===== src/rtl/latrs_cmd_driver.sv =====
`timescale 1ns/1ps
`default_nettype none
// ============================================================================
// Module  : latrs_cmd_driver
// Brief   : Sequences write/clear/preset/sample commands onto an external
//           latch (LE/LD/LRN/LSETN) and returns the sampled Q with an error flag.
// Revision: 1.0 - initial release
// ============================================================================
module latrs_cmd_driver #(
  parameter int SETUP_CYC = 2,
  parameter int WIDTH_CYC = 2,
  parameter int HOLD_CYC  = 1,
  parameter int REC_CYC   = 2
) (
  input  logic       CLK,
  input  logic       RN,
  input  logic       CMD_VALID,
  output logic       CMD_READY,
  input  logic [1:0] CMD_OP,
  input  logic       CMD_DATA,
  output logic       LE,
  output logic       LD,
  output logic       LRN,
  output logic       LSETN,
  input  logic       LQ,
  output logic       RSP_VALID,
  input  logic       RSP_READY,
  output logic       RSP_Q,
  output logic       RSP_ERR
);

  // Phase counters load "length - 1" on entry and advance when they reach zero.
  localparam logic [7:0] c_SETUP_LAST = 8'(((SETUP_CYC < 1) ? 1 : SETUP_CYC) - 1);
  localparam logic [7:0] c_WIDTH_LAST = 8'(((WIDTH_CYC < 1) ? 1 : WIDTH_CYC) - 1);
  localparam logic [7:0] c_HOLD_LAST  = 8'(((HOLD_CYC  < 1) ? 1 : HOLD_CYC ) - 1);
  localparam logic [7:0] c_REC_LAST   = 8'(((REC_CYC   < 1) ? 1 : REC_CYC  ) - 1);

  localparam logic [1:0] c_OP_WRITE  = 2'b00;
  localparam logic [1:0] c_OP_CLEAR  = 2'b01;
  localparam logic [1:0] c_OP_PRESET = 2'b10;

  typedef enum logic [3:0] {
    ST_INIT   = 4'd0,
    ST_IDLE   = 4'd1,
    ST_SETUP  = 4'd2,
    ST_PULSE  = 4'd3,
    ST_HOLD   = 4'd4,
    ST_ASSERT = 4'd5,
    ST_RECOV  = 4'd6,
    ST_SAMPLE = 4'd7,
    ST_RESP   = 4'd8
  } state_t;

  state_t     r_state;
  logic [7:0] r_cnt;
  logic [1:0] r_op;
  logic       r_exp;
  logic       r_chk;

  state_t     w_state_nxt;
  logic [7:0] w_cnt_nxt;
  logic [1:0] w_op_nxt;
  logic       w_exp_nxt;
  logic       w_chk_nxt;
  logic       w_ld_nxt;
  logic       w_q_nxt;
  logic       w_err_nxt;
  logic       w_le_nxt;
  logic       w_lrn_nxt;
  logic       w_lsetn_nxt;
  logic       w_rdy_nxt;
  logic       w_vld_nxt;

  always_comb begin
    w_state_nxt = r_state;
    w_cnt_nxt   = r_cnt;
    w_op_nxt    = r_op;
    w_exp_nxt   = r_exp;
    w_chk_nxt   = r_chk;
    w_ld_nxt    = LD;
    w_q_nxt     = RSP_Q;
    w_err_nxt   = RSP_ERR;

    case (r_state)
      // LRN still low means this is the first cycle out of reset.
      ST_INIT: begin
        if (!LRN) begin
          w_cnt_nxt = c_REC_LAST;
        end else if (r_cnt == 8'd0) begin
          w_state_nxt = ST_IDLE;
        end else begin
          w_cnt_nxt = r_cnt - 8'd1;
        end
      end
      ST_IDLE: begin
        if (CMD_VALID) begin
          w_op_nxt = CMD_OP;
          case (CMD_OP)
            c_OP_WRITE: begin
              w_state_nxt = ST_SETUP;
              w_cnt_nxt   = c_SETUP_LAST;
              w_ld_nxt    = CMD_DATA;
              w_exp_nxt   = CMD_DATA;
              w_chk_nxt   = 1'b1;
            end
            c_OP_CLEAR: begin
              w_state_nxt = ST_ASSERT;
              w_cnt_nxt   = c_WIDTH_LAST;
              w_exp_nxt   = 1'b0;
              w_chk_nxt   = 1'b1;
            end
            c_OP_PRESET: begin
              w_state_nxt = ST_ASSERT;
              w_cnt_nxt   = c_WIDTH_LAST;
              w_exp_nxt   = 1'b1;
              w_chk_nxt   = 1'b1;
            end
            default: begin
              w_state_nxt = ST_SAMPLE;
              w_cnt_nxt   = 8'd0;
              w_chk_nxt   = 1'b0;
            end
          endcase
        end
      end
      ST_SETUP: begin
        if (r_cnt == 8'd0) begin
          w_state_nxt = ST_PULSE;
          w_cnt_nxt   = c_WIDTH_LAST;
        end else begin
          w_cnt_nxt = r_cnt - 8'd1;
        end
      end
      ST_PULSE: begin
        if (r_cnt == 8'd0) begin
          w_state_nxt = ST_HOLD;
          w_cnt_nxt   = c_HOLD_LAST;
        end else begin
          w_cnt_nxt = r_cnt - 8'd1;
        end
      end
      ST_HOLD: begin
        if (r_cnt == 8'd0) begin
          w_state_nxt = ST_SAMPLE;
        end else begin
          w_cnt_nxt = r_cnt - 8'd1;
        end
      end
      ST_ASSERT: begin
        if (r_cnt == 8'd0) begin
          w_state_nxt = ST_RECOV;
          w_cnt_nxt   = c_REC_LAST;
        end else begin
          w_cnt_nxt = r_cnt - 8'd1;
        end
      end
      ST_RECOV: begin
        if (r_cnt == 8'd0) begin
          w_state_nxt = ST_SAMPLE;
        end else begin
          w_cnt_nxt = r_cnt - 8'd1;
        end
      end
      ST_SAMPLE: begin
        w_state_nxt = ST_RESP;
        w_q_nxt     = LQ;
        w_err_nxt   = r_chk & (LQ ^ r_exp);
      end
      ST_RESP: begin
        if (RSP_READY) begin
          w_state_nxt = ST_IDLE;
        end
      end
      default: begin
        w_state_nxt = ST_INIT;
        w_cnt_nxt   = 8'd0;
      end
    endcase

    // Latch controls are decoded from the next state so they leave registers.
    w_le_nxt    = (w_state_nxt == ST_PULSE);
    w_lrn_nxt   = !((w_state_nxt == ST_ASSERT) && (w_op_nxt == c_OP_CLEAR));
    w_lsetn_nxt = !((w_state_nxt == ST_ASSERT) && (w_op_nxt == c_OP_PRESET));
    w_rdy_nxt   = (w_state_nxt == ST_IDLE);
    w_vld_nxt   = (w_state_nxt == ST_RESP);
  end

  always_ff @(posedge CLK) begin
    if (!RN) begin
      r_state   <= ST_INIT;
      r_cnt     <= 8'd0;
      r_op      <= 2'b00;
      r_exp     <= 1'b0;
      r_chk     <= 1'b0;
      LE        <= 1'b0;
      LD        <= 1'b0;
      LRN       <= 1'b0;
      LSETN     <= 1'b1;
      CMD_READY <= 1'b0;
      RSP_VALID <= 1'b0;
      RSP_Q     <= 1'b0;
      RSP_ERR   <= 1'b0;
    end else begin
      r_state   <= w_state_nxt;
      r_cnt     <= w_cnt_nxt;
      r_op      <= w_op_nxt;
      r_exp     <= w_exp_nxt;
      r_chk     <= w_chk_nxt;
      LE        <= w_le_nxt;
      LD        <= w_ld_nxt;
      LRN       <= w_lrn_nxt;
      LSETN     <= w_lsetn_nxt;
      CMD_READY <= w_rdy_nxt;
      RSP_VALID <= w_vld_nxt;
      RSP_Q     <= w_q_nxt;
      RSP_ERR   <= w_err_nxt;
    end
  end

endmodule
`default_nettype wire


===== config.mk =====
export PLATFORM = sky130hd
export DESIGN_NAME = latrs_cmd_driver
export DESIGN_NICKNAME = d
export VERILOG_FILES = /design/src/rtl/latrs_cmd_driver.sv
export SDC_FILE = /design/constraint.sdc
export NUM_CORES = 1
export LEC_CHECK = 0
export ABC_AREA = 1
export ABC_CLOCK_PERIOD_IN_PS = 2800
export CAP_MARGIN = 40
export CORE_UTILIZATION = 60
export CTS_CLUSTER_DIAMETER = 150
export DETAILED_ROUTE_END_ITERATION = 7
export PLACE_DENSITY = 0.93
export SLEW_MARGIN = 20
export SYNTH_ARGS = -nofsm -noshare
export SYNTH_HDL_FRONTEND = slang
export SYNTH_SLANG_ARGS = --single-unit

===== constraint.sdc =====
create_clock -name CLK -period 2.8 [get_ports CLK]
set_input_delay 0.42 -clock CLK [delete_from_list [all_inputs] [get_ports CLK]]
set_output_delay 0.42 -clock CLK [all_outputs]
set_load 0.02 [all_outputs]

==> results of run 1 <==
-- per-stage QoR --
stage | hold slack [ns] | area, µm² | power (mW) | utilization, %
2_1_floorplan | 0.445 | 1470 | 1.26 | -
3_3_place_gp | 0.438 | 1620 | 1.40 | 71.9
3_5_place_dp | 0.462 | 1620 | 1.41 | 71.9
4_1_cts | 0.480 | 1670 | 1.66 | 74.3
5_1_grt | 0.498 | 1670 | 1.81 | 74.3
6_report | 0.472 | 1670 | 1.67 | 74.3
-- kinds of logic (layout without fill, tap and decap cells) --
family | count (synthesis) | after routing | synth area share, %
AND/OR/NAND/NOR | 120 | 120 | 40.2
multiplexers | 1 | 1 | 0.767
AO/OA/AOI/OAI | 27 | 27 | 9.97
buffers and inverters | 32 | 47 | 9.46
flip-flops | 24 | 24 | 32.7
adder cells (fa/ha/maj) | 8 | 8 | 6.82
-- worst paths after layout --
path,slack [ns],cells past startpoint,to,from
worst min register to register,0.47,2,LD,LD
worst min-delay path,0.47,2,LD,LD
worst max-delay path,0.79,14,LRN,CMD_OP[0]
worst max register to register,0.98,11,r_cnt[0],r_cnt[0]
-- synth_stat cells, drive strengths merged (2+ instances only) --
library cell / count
inv: 28
nand2: 53
nand4: 2
ha: 8
a21oi: 9
nor2: 41
buf: 2
nor3: 4
nand3: 18
a21o: 3
dfxtp: 24
o21ai: 13
clkbuf: 2
-- per-layer routing --
| layer | global-route usage [%] | wire length [µm] | up-vias |
|---|---|---|---|
| met4 | 8.56 | 36 | 0 |
| met5 | 0 | 0 | - |
| met3 | 2.08 | 109 | 5 |
| met2 | 40.3 | 1340 | 23 |
| met1 | 33.9 | 1420 | 591 |
| li1 | - | - | 700 |
-- where the power goes --
| part | leakage, nW | switching, mW | total, mW | internal [mW] |
|---|---|---|---|---|
| combinational | 0.596 | 0.599 | 0.944 | 0.346 |
| sequential | 0.196 | 0.0613 | 0.472 | 0.411 |
| clock | 0.0279 | 0.107 | 0.252 | 0.145 |
| total | 0.820 | 0.767 | 1.67 | 0.901 |
-- area by class of cell --
type                    instances  area share (%)
inverters                      28            6.43
repair buffers                 15            8.97
well taps                      28            2.09
multi-input cells             156            50.7
flip-flops and latches         24            28.7
clock inverters                 1            1.79
clock buffers                   3            1.35
-- flip-flops by register name, summed over array words and instances (netlist names) --
register   cells
RSP_VALID      1
r_cnt          8
LSETN          1
RSP_ERR        1
LD             1
r_state        4
CMD_READY      1
r_exp          1
LRN            1
r_op           2
LE             1
RSP_Q          1
r_chk          1
-- worst reg2reg max path, stage by stage (launching register included) --
cell and delay (ns):
sky130_fd_sc_hd__dfxtp_1 0.36, sky130_fd_sc_hd__inv_1 0.13, sky130_fd_sc_hd__ha_1 0.16, sky130_fd_sc_hd__nand2_1 0.12
sky130_fd_sc_hd__nor2_8 0.23, sky130_fd_sc_hd__inv_4 0.06, sky130_fd_sc_hd__ha_1 0.29, sky130_fd_sc_hd__nor2_1 0.05
sky130_fd_sc_hd__a21oi_1 0.11, sky130_fd_sc_hd__nand3b_1 0.09, sky130_fd_sc_hd__nand2_1 0.06, sky130_fd_sc_hd__a21oi_1 0.05
==> flow_summary_export.csv, run 1 <==
group,metric,value,unit
logic_synthesis,asyncSetResetFlopFracSynth,0,%
sta,drv_slew,0,
power_and_ir_drop,power_per_cell_area,996,mW/mm²
run_status,run_status,"finished clean",
route,drc,0,
sta,worst-slew-pin-transition,0.539,ns
logic_synthesis,ys_top_cells_by_area,"sky130_fd_sc_hd__dfxtp_1, sky130_fd_sc_hd__nand2_1, sky130_fd_sc_hd__nor2_1",
global_route,grt-ovfl-total,0,
sta,finalHoldViolCount,0,
route,route.detailed.wl_per_inst,11.4,µm
layout,layout-area-overhead-vs-synth,14.1,%
critical_path,criticalPathCategory,"in2reg",
sta,finClkSkew,0.0162,ns
floorplanning,die_h,51.5,µm
route,vias,1319,
floorplanning,floorplan.die_area,0.00265,mm²
placement,io_buffer_count,15,
clocking,cts_inserted_buffers,3,
clocking,cts_sinks,24,
global_route,initial_antenna_violation_count,0,
power_and_ir_drop,worst_ir_drop_on_vdd,0.000678,V
sta,setup_slack,0.791,ns
critical_path,critPathSlowestCell,"sky130_fd_sc_hd__clkdlybuf4s50_1",
route,via_per_inst,5.17,
route,detail_route.first_pass.iterations,4,
sta,finalSetupViolations,0,
placement,place_worst_setup_slack,0.628,ns
sta,final.period_utilization,71.7,%
critical_path,cpLargestDelayFamily,"simple AND/OR/NAND/NOR gates",
global_route,grt_first_pass_wirelength,4940,µm
logic_synthesis,synth_top_area_share,32.7,%
critical_path,worst-path-max-fanout,3,
critical_path,worstSetupEndpointType,"flop",
placement,gpl.final_weighted_congestion,0.933,
floorplanning,initial_utilization,65.1,%
floorplanning,die_extent_in_x,51.5,µm
global_route,gr-usage-all-layers,24.7,%
critical_path,critical_path.n_buffers_inverters,4,
route,routed_wirelength,2910,µm
layout,design.final.nets,244,
layout,sequential_cell_area,480,µm²
placement,dp_hpwl,2180,µm
clocking,cts_hold_repair.buffers,0,
flow_run,drv_cap,0,
critical_path,required,3.02,ns
logic_synthesis,synth_cell_types,28,
clocking,max-clock-path-buffers,2,
layout,area_of_the_multi_input_gates,848,µm²
logic_synthesis,largest_area_contributor_in_the_netlist,"sky130_fd_sc_hd__dfxtp_1",
min_path,worstHoldPathType,"reg2reg",
global_route,grt_pass1_vias,1155,
layout,most-common-layout-cells,"sky130_fd_sc_hd__nand2_1, sky130_fd_sc_hd__nor2_1, sky130_fd_sc_hd__dfxtp_1",
critical_path,critPathMaxStageDelay,0.51,ns
critical_path,timing.critical_path.mode_cell,"sky130_fd_sc_hd__nand2_1",
sta,fmax,498,MHz
clocking,cts_post_setup_buffers_inserted,0,
global_route,largest_net_degree_at_the_start_of_global_routing,15,
critical_path,worstPathCellList,"clkdlybuf4s50_1 > inv_1 > ha_1 > nand2_1 > inv_1 > nor2_1 > nand2_1 > nand2_1 > nor2_1 > nand2_1 > nor2_2 > nand3_1 > nand2_1 > inv_1",
power_and_ir_drop,total_leakage_power,0.820,nW
clocking,clk_latency,0.32,ns
critical_path,cp_data_arrival_time,2.23,ns
logic_synthesis,syn-mean-instance-area,6.92,µm²
logic_synthesis,synthesis.instances,212,
sta,setup_tns,0,ns
clocking,htree_levels,1,
layout,drive_gt1_share,14.5,%
clocking,clock_transition_time_at_the_flip_flop_clock_pins_of_the_worst_setup_and_hold_paths,0.12,ns
clocking,tritoncts,"yes",
sta,slew_headroom,64.0,%
layout,fillCellCount,166,
logic_synthesis,syn-num-nets,228,
sta,finalWorstPathRequiredPeriod,2.01,ns
logic_synthesis,synth_seq_area_share,32.7,%
floorplanning,std_cell_rows,17,
clocking,clock_tree.root_cell,"sky130_fd_sc_hd__clkbuf_4",
logic_synthesis,synth_edf_count,0,
floorplanning,core_area,0.00225,mm²
logic_synthesis,synth-seq-cells,24,
logic_synthesis,synth-main-ff-cell,"sky130_fd_sc_hd__dfxtp_1",
layout,mostFrequentLayoutCell,"sky130_fd_sc_hd__nand2_1",
layout,insertedDiodeCount,0,
route,ant_nets,0,
layout,finish.cell_count_without_fillers,255,
clocking,cts-resized-gates,0,
logic_synthesis,ys.warnings.count,0,
sta,rsz0062_at_grt,"false",
floorplanning,pin_count,16,
logic_synthesis,synth_area,0.00147,mm²
critical_path,worstSetupStartpointType,"input pin",
route,detail_route.iter0.violations,42,
placement,placedCellCount,251,
No activity file was read; power rests on OpenSTA's default activity.
==> run 2, diff against run 1 <==
--- a/config.mk
+++ b/config.mk
@@ -6,12 +6,12 @@
 export NUM_CORES = 1
 export LEC_CHECK = 0
 export ABC_AREA = 1
-export ABC_CLOCK_PERIOD_IN_PS = 2800
+export ABC_CLOCK_PERIOD_IN_PS = 1700
 export CAP_MARGIN = 40
-export CORE_UTILIZATION = 60
+export CORE_UTILIZATION = 50
 export CTS_CLUSTER_DIAMETER = 150
 export DETAILED_ROUTE_END_ITERATION = 7
-export PLACE_DENSITY = 0.93
+export PLACE_DENSITY = 0.84
 export SLEW_MARGIN = 20
 export SYNTH_ARGS = -nofsm -noshare
 export SYNTH_HDL_FRONTEND = slang
==> constraint.sdc (replaced) <==
create_clock -name CLK -period 1.7 [get_ports CLK]
set_input_delay 0.255 -clock CLK [delete_from_list [all_inputs] [get_ports CLK]]
set_output_delay 0.255 -clock CLK [all_outputs]
set_load 0.02 [all_outputs]
==> run 2 against run 1 <==
Compared with the run above:
- global-route usage shrank 4.0 points
- first-iteration DRC count is 12% lower
- clock power rose by 24%
- core utilization fell by 8.1 points
- final cell count grew 7.1%
- non-clock buffer count rose by 15
- total power increased by 74%
- clock-buffer cell count rose by 1
- clock skew shrank 0.0054 ns
- critical path type is now reg2reg
==> flow_summary_export.csv, run 2 (synthesized netlist as in run 1, its figures left out) <==
group,metric,value,unit
sta,finalSetupViolations,0,
floorplanning,core_area,0.00276,mm²
clocking,clk_latency,0.33,ns
critical_path,worstSetupStartpointType,"flop",
layout,drive_gt1_share,22.3,%
layout,most-common-layout-cells,"sky130_fd_sc_hd__nand2_1, sky130_fd_sc_hd__nor2_1, sky130_fd_sc_hd__dfxtp_1",
placement,io_buffer_count,15,
critical_path,cp_data_arrival_time,1.86,ns
placement,dp_hpwl,2320,µm
floorplanning,std_cell_rows,19,
floorplanning,die_h,56.2,µm
power_and_ir_drop,worst_ir_drop_on_vdd,0.00135,V
layout,largest_reg_flops,8,
layout,design.final.nets,259,
clocking,clock_tree.root_cell,"sky130_fd_sc_hd__clkbuf_4",
layout,fin_area,0.00182,mm²
global_route,gr-usage-all-layers,20.7,%
clocking,htree_levels,1,
layout,mostFrequentLayoutCell,"sky130_fd_sc_hd__nand2_1",
sta,finClkSkew,0.0108,ns
clocking,tritoncts,"yes",
route,route.detailed.wl_per_inst,12.1,µm
route,detail_route.iter0.violations,37,
route,vias,1414,
clocking,max-clock-path-buffers,2,
power_and_ir_drop,power_per_cell_area,1590,mW/mm²
layout,biggestRegsByFlops,"r_cnt x8, r_state x4, r_op x2",
sta,finalWorstPathRequiredPeriod,1.64,ns
floorplanning,pin_count,16,
sta,fmax,611,MHz
global_route,grt-ovfl-total,0,
critical_path,worst-path-max-fanout,4,
critical_path,worstSetupEndpointType,"flop",
sta,finalHoldViolCount,0,
global_route,initial_antenna_violation_count,0,
layout,finish.cell_count_without_fillers,273,
clocking,cts_sinks,24,
layout,layout-area-overhead-vs-synth,24.3,%
sta,whs,0.383,ns
clocking,clock_transition_time_at_the_flip_flop_clock_pins_of_the_worst_setup_and_hold_paths,0.14,ns
critical_path,criticalPathCategory,"reg2reg",
global_route,grt_first_pass_wirelength,5200,µm
power_and_ir_drop,total_leakage_power,0.909,nW
route,detail_route.first_pass.iterations,4,
sta,worst-slew-pin-transition,0.362,ns
critical_path,required,1.93,ns
route,ant_nets,0,
clocking,cts_post_setup_buffers_inserted,0,
min_path,worstHoldPathType,"in2reg",
placement,placedCellCount,269,
route,via_per_inst,5.18,
critical_path,regToRegSetupSlack,0.06,ns
layout,top_register,"r_cnt",
global_route,largest_net_degree_at_the_start_of_global_routing,14,
placement,post_dp_cell_area,0.00175,mm²
floorplanning,floorplan.die_area,0.00316,mm²
floorplanning,die_extent_in_x,56.2,µm
placement,gpl.final_weighted_congestion,0.890,
route,drc,0,
sta,drv_slew,0,
clocking,cts_inserted_buffers,3,
route,routed_wirelength,3300,µm
layout,insertedDiodeCount,0,
run_status,run_status,"finished clean",
global_route,grt_pass1_vias,1254,
sta,final.period_utilization,96.2,%
floorplanning,initial_utilization,53.2,%
sta,slew_headroom,75.8,%
flow_run,drv_cap,0,
## run 2: timing repair
action                     in CTS  in global routing
setup endpoints to repair       0                  5
hold endpoints to repair        0                  0
gates resized for setup         0                  9
hold buffers                    0                  0
## run 2: metal layers
metal / wire length, µm / up-vias / share of wire [%] / global-route usage, %
li1: - / 729 / - / -
met1: 1560 / 642 / 47 / 26.4
met2: 1580 / 37 / 48 / 36.6
met3: 117 / 6 / 3.5 / 1.40
met4: 38 / 0 / 1.2 / 7.32
met5: 0 / - / 0 / 0
## run 2: worst paths after layout
check / start / to / cells past startpoint
hold / removal: CMD_OP[0] / LSETN / 4
setup / recovery: r_cnt[0] / r_cnt[0] / 11
hold reg to reg: LD / LD / 2
setup reg to reg: r_cnt[0] / r_cnt[0] / 11
## run 2: metrics by stage
stage | setup slack, ns | utilization [%] | TNS [ns] | power (mW)
final | 0.0643 | 66.2 | 0 | 2.90
after global routing | -0.00811 | 66.2 | -0.00811 | 3.12
after CTS | 0.0557 | 64.8 | 0 | 2.79
after detailed placement | -0.237 | 63.5 | -1.25 | 2.47
after global placement | -0.195 | 63.5 | -0.998 | 2.43
after floorplan | 0.0498 | - | 0 | 2.07
## run 2: cell type report
| type | instances | area [µm²] |
|---|---|---|
| Fill cell | 237 | 933 |
| Tap cell | 31 | 38.8 |
| Multi-Input combinational cell | 156 | 876 |
| Clock buffer | 4 | 36.3 |
| Inverter | 28 | 108 |
| Timing Repair Buffer | 30 | 284 |
| Sequential cell | 24 | 482 |
## run 2: critical path, stage by stage (launching register included)
cell and delay, ns:
sky130_fd_sc_hd__dfxtp_1 0.33, sky130_fd_sc_hd__inv_1 0.07, sky130_fd_sc_hd__ha_1 0.16, sky130_fd_sc_hd__nand2_2 0.09, sky130_fd_sc_hd__nor2_8 0.13, sky130_fd_sc_hd__inv_4 0.06
sky130_fd_sc_hd__ha_4 0.26, sky130_fd_sc_hd__nor2_1 0.04, sky130_fd_sc_hd__a21oi_1 0.15, sky130_fd_sc_hd__nand3b_1 0.12, sky130_fd_sc_hd__nand2_1 0.08, sky130_fd_sc_hd__a21oi_1 0.05
## run 2: where the power goes
part | total (mW) | switching [mW] | leakage [nW] | internal, mW
sequential | 0.775 | 0.0980 | 0.196 | 0.677
clock | 0.312 | 0.181 | 0.0210 | 0.131
combinational | 1.81 | 1.09 | 0.692 | 0.719
